[config.mk]
export PLATFORM = sky130hd
export DESIGN_NAME = pending_pair_dispatcher
export DESIGN_NICKNAME = d
export VERILOG_FILES = /design/src/rtl/pending_pair_pkg.sv /design/src/rtl/lsb_second_bit_set_finder.sv /design/src/rtl/pending_pair_dispatcher.sv
export SDC_FILE = /design/constraint.sdc
export NUM_CORES = 1
export LEC_CHECK = 0
export CAP_MARGIN = 25
export CORE_MARGIN = 2
export CORE_UTILIZATION = 47
export DETAILED_ROUTE_END_ITERATION = 10
export PLACE_DENSITY = 0.9
export REMOVE_ABC_BUFFERS = 1
export SLEW_MARGIN = 10
export SYNTH_ARGS = -nofsm -noshare
export SYNTH_HDL_FRONTEND = slang
export SYNTH_SLANG_ARGS = --single-unit
[constraint.sdc]
create_clock -name clk -period 2.2 [get_ports clk]
set_input_delay 0.22 -clock clk [delete_from_list [all_inputs] [get_ports clk]]
set_output_delay 0.22 -clock clk [all_outputs]
set_load 0.03 [all_outputs]
[src/rtl/pending_pair_pkg.sv]
// Shared types and constants for the pending pair dispatcher.
// The optional merge counter is enabled by defining PENDING_PAIR_MERGE_CNT_EN.
package pending_pair_pkg;

    typedef enum logic {
        IDLE  = 1'b0,
        VALID = 1'b1
    } state_t;

    localparam int MERGE_CNT_W   = 16;
    localparam int DEFAULT_WIDTH = 12;

endpackage

[src/rtl/lsb_second_bit_set_finder.sv]
// Isolates the second-lowest set bit of a vector as a one-hot value.
// The result is zero when fewer than two bits are set.
module lsb_second_bit_set_finder #(
    parameter int WIDTH = 12
) (
    input  logic [WIDTH-1:0] data,
    output logic [WIDTH-1:0] second_bit
);

    logic [WIDTH-1:0] rest;

    // Drop the lowest set bit, then isolate the lowest of what remains.
    assign rest       = data & (data - WIDTH'(1));
    assign second_bit = rest & (~rest + WIDTH'(1));

endmodule

[src/rtl/pending_pair_dispatcher.sv]
// Collects request pulses into a pending vector and dispatches the two lowest pending bits per handshake.
// Defining PENDING_PAIR_MERGE_CNT_EN adds merge_cnt_o, a saturating count of cycles with colliding requests.
module pending_pair_dispatcher
    import pending_pair_pkg::*;
#(
    parameter int WIDTH = DEFAULT_WIDTH
) (
    input  logic             clk,
    input  logic             reset,
    input  logic [WIDTH-1:0] req_i,
    input  logic             flush_i,
    output logic             disp_valid_o,
    input  logic             disp_ready_i,
    output logic [WIDTH-1:0] first_o,
    output logic [WIDTH-1:0] second_o,
    output logic             pair_o,
    output logic [WIDTH-1:0] pending_o
`ifdef PENDING_PAIR_MERGE_CNT_EN
    ,
    output logic [MERGE_CNT_W-1:0] merge_cnt_o
`endif
);

    state_t           state_reg, state_next;
    logic [WIDTH-1:0] pending_reg, pending_next;
    logic [WIDTH-1:0] first_reg, second_reg;
    logic             pair_reg;

    logic [WIDTH-1:0] lowest, second, load_mask;
    logic             load;

    assign lowest = pending_reg & (~pending_reg + WIDTH'(1));

    lsb_second_bit_set_finder #(
        .WIDTH(WIDTH)
    ) u_second_finder (
        .data      (pending_reg),
        .second_bit(second)
    );

    always_comb begin
        state_next = state_reg;
        load       = 1'b0;
        case (state_reg)
            IDLE: begin
                if (pending_reg != '0) begin
                    load       = 1'b1;
                    state_next = VALID;
                end
            end
            VALID: begin
                if (disp_ready_i) begin
                    if (pending_reg != '0) begin
                        load = 1'b1;
                    end else begin
                        state_next = IDLE;
                    end
                end
            end
            default: state_next = IDLE;
        endcase
    end

    // Bits re-requested in the load cycle survive because req_i is ORed after the clear.
    assign load_mask    = load ? (lowest | second) : '0;
    assign pending_next = (pending_reg & ~load_mask) | req_i;

    always_ff @(posedge clk) begin
        if (reset || flush_i) begin
            state_reg   <= IDLE;
            pending_reg <= '0;
            first_reg   <= '0;
            second_reg  <= '0;
            pair_reg    <= 1'b0;
        end else begin
            state_reg   <= state_next;
            pending_reg <= pending_next;
            if (load) begin
                first_reg  <= lowest;
                second_reg <= second;
                pair_reg   <= |second;
            end else if (state_next == IDLE) begin
                first_reg  <= '0;
                second_reg <= '0;
                pair_reg   <= 1'b0;
            end
        end
    end

    assign disp_valid_o = (state_reg == VALID);
    assign first_o      = first_reg;
    assign second_o     = second_reg;
    assign pair_o       = pair_reg;
    assign pending_o    = pending_reg;

`ifdef PENDING_PAIR_MERGE_CNT_EN
    logic [MERGE_CNT_W-1:0] merge_cnt_reg, merge_cnt_next;

    always_comb begin
        merge_cnt_next = merge_cnt_reg;
        if (((req_i & pending_reg) != '0) && (merge_cnt_reg != '1)) begin
            merge_cnt_next = merge_cnt_reg + MERGE_CNT_W'(1);
        end
    end

    always_ff @(posedge clk) begin
        if (reset || flush_i) begin
            merge_cnt_reg <= '0;
        end else begin
            merge_cnt_reg <= merge_cnt_next;
        end
    end

    assign merge_cnt_o = merge_cnt_reg;
`endif

endmodule

==> metrics <==
Reg clk slew, reported paths 0.07 ns; Post-Syn Area 1910 um^2; die height 67.7 um; footprint of the multi-input gates around 1000 um^2; initial antenna violation count 0; RSZ-0062 raised after global routing false; Worst path slowest cell or4_4; Peak VDD IR 0.472 mV; crit end category register; register area 741 um^2; via count 1963; # rows 23; Max Root-Sink Buffers 2; mean number of vias per cell 5.72; largest net degree at the start of global routing 35; layout cells sized above 1 approximately an eighth; final worst slack 0.203 ns; Crit Path Max Fanout 5; Async SR Flop Fraction 0%; Largest stage delay, worst path 0.60 ns; Initial DRT Pass Iterations 4; CP Class reg2reg; post-synthesis cell type count 49; IO Pins 54; dpl hpwl 3570 um; cts bufs inserted 5; Placement Cell Area about 2500 um^2; placer congestion estimate roughly 0.87; first-pass GRT wire length 8000 um; Hold Crit Start second_o[6]; PortBufs 52; R2R Path Start pending_o[2]; fin crit share 90.8%; Worst Hold Class reg2reg; worst rel slew slack 57.9%; most frequent cells in the layout clkdlybuf4s50_1, dfxtp_1, nor2_1, a21oi_1, nand2_1; Inst Count DP approximately 340; Setup crit start kind register; CTS tree yes; CP bufs+invs 0; layout net count 308; aggregate routed wire length 4950 um; P&R area growth vs syn 37.2%; LEAKAGE 0.938 nW; ys flop type dfxtp_1; most common cell after layout, fill and taps aside clkdlybuf4s50_1; crit-path cells or4_4 > nor4_1 > and2_1 > o211ai_1 > a22o_1; f_max 501 MHz; CTS Root Cell clkbuf_8; CTS Sinks 37; fin. max-slew vios 0; final instance area 2610 um^2; EDFF count, synth 0; clk_lat worst skew 0.29 ns; worst setup path start pending_o[2]; post-place setup slack 0.0439 ns; die width between 60 and 70 um; Hold Vio Cnt, Final 0; GRT Total Usage 23.3%; critical path arrival 2.19 ns; Layout fillers ~320; status finished, final reports clean; Initial Util around 48%; cell area power density 615 nW/um^2; Synth Instances 240; gr ovfl total 0; CP Data Required Time 2.39 ns; Seq cells post-synth 37; yosys warns 0; 1st-iter DRT viols approximately 160; ANT nets after route 0; vias in the first global route about 1800; Yosys top cell area share between 30 and 40%; top cells by area, synth dfxtp_1, a21oi_1, nor2_1; post-route insts no fill between 300 and 400; cell family with most CP delay simple AND/OR/NAND/NOR gates; Max-Cap Viols 0; # setup viols final 0; clock skew 0.00362 ns; H-tree level count 2; Period minus WS final between 1.5 and 2 ns; die area 4580 um^2; syn_area_per_cell 7.94 um^2; Synth area leader dfxtp_1; Diodes inserted 0; post-synthesis sequential area ratio 38.9%; Post-CTS Hold Buffers 0; routed len/inst 14.4 um; pin slew with the least headroom to its limit 0.632 ns; CORE AREA slightly below 4000 um^2; DRC violations left 0
[final cells by class]
class,count,share of cell area (%)
Timing Repair Buffer,70,25.1
Clock buffer,7,3.69
Sequential cell,37,28.3
Inverter,4,0.574
Clock inverter,1,0.191
Multi-Input combinational cell,174,39.7
Tap cell,50,2.39
[stage by stage]
stage	hold WS, ns	util, %	total power, W	setup TNS (ns)
2_1_floorplan	0.329	-	0.000946	-5.72
3_3_place_gp	0.442	63.6	0.00108	0
3_5_place_dp	0.447	63.6	0.00109	0
4_1_cts	0.459	66.2	0.00161	0
5_1_grt	0.477	66.3	0.00168	0
6_report	0.456	66.3	0.00161	0
[timing repair]
action	CTS	global route
resized for setup	0	1
endpoints found under the setup margin	0	5
hold endpoints to repair	0	0
buffers inserted	0	0
[worst min-delay path, delay by kind of cell, from the launching register on]
family           cells  cell delay [ns]
AND/OR/NAND/NOR      1             0.05
flip-flops           1             0.31
AO/OA/AOI/OAI        1             0.05
[sequential cells by signal (all words and copies together) (netlist names)]
signal	cells
second_o	11
pair_o	1
disp_valid_o	1
first_o	12
pending_o	12
[cell families after synthesis]
| kind of cell | synth area share [%] |
|---|---|
| AND/OR/NAND/NOR | 24.0 |
| AO/OA/AOI/OAI | 27.0 |
| flip-flops | 38.9 |
| buffers and inverters | 6.96 |
| XOR/XNOR | 1.38 |
| adder cells (fa/ha/maj) | 1.58 |
| other | 0.197 |
[per-layer routing]
layer	part of all wire (%)	global-route usage (%)	up-vias
met5	0	0	-
met4	1.9	9.18	0
met3	7.3	7.00	12
met2	48	38.7	90
met1	43	28.0	896
li1	-	-	965
[cell usage after synthesis, drive strengths merged, types with 2 or more instances]
master  count
a31oi       2
a21o        2
dfxtp      37
nor4        3
nor2       32
o311a       2
a32oi       6
a21boi      2
nand2b      2
or4         2
a22o        2
and2        2
a21oi      29
o21a        2
o211ai      3
a22oi       2
nor3        3
xor2        3
nor2b       3
clkbuf     18
or2         3
maj3        3
o21ai      15
nand2      24
inv         4
nand4b      3
nand3       7
buf         7
o31ai       2
nand4       4
[worst paths after layout]
check | slack [ns] | depth (start not counted) | endpoint
max | 0.20 | 5 | pending_o[8]
max reg2reg | 0.20 | 5 | pending_o[8]
min | 0.46 | 2 | second_o[6]
min reg2reg | 0.46 | 2 | second_o[6]
[where the power goes]
| group | internal (W) | total [W] | switching, W | leakage, nW |
|---|---|---|---|---|
| Combinational | 0.000159 | 0.000377 | 0.000217 | 0.584 |
| Clock | 0.000283 | 0.000520 | 0.000238 | 0.0542 |
| Sequential | 0.000689 | 0.000710 | 0.0000208 | 0.300 |
(Power assumes the default switching activity.)
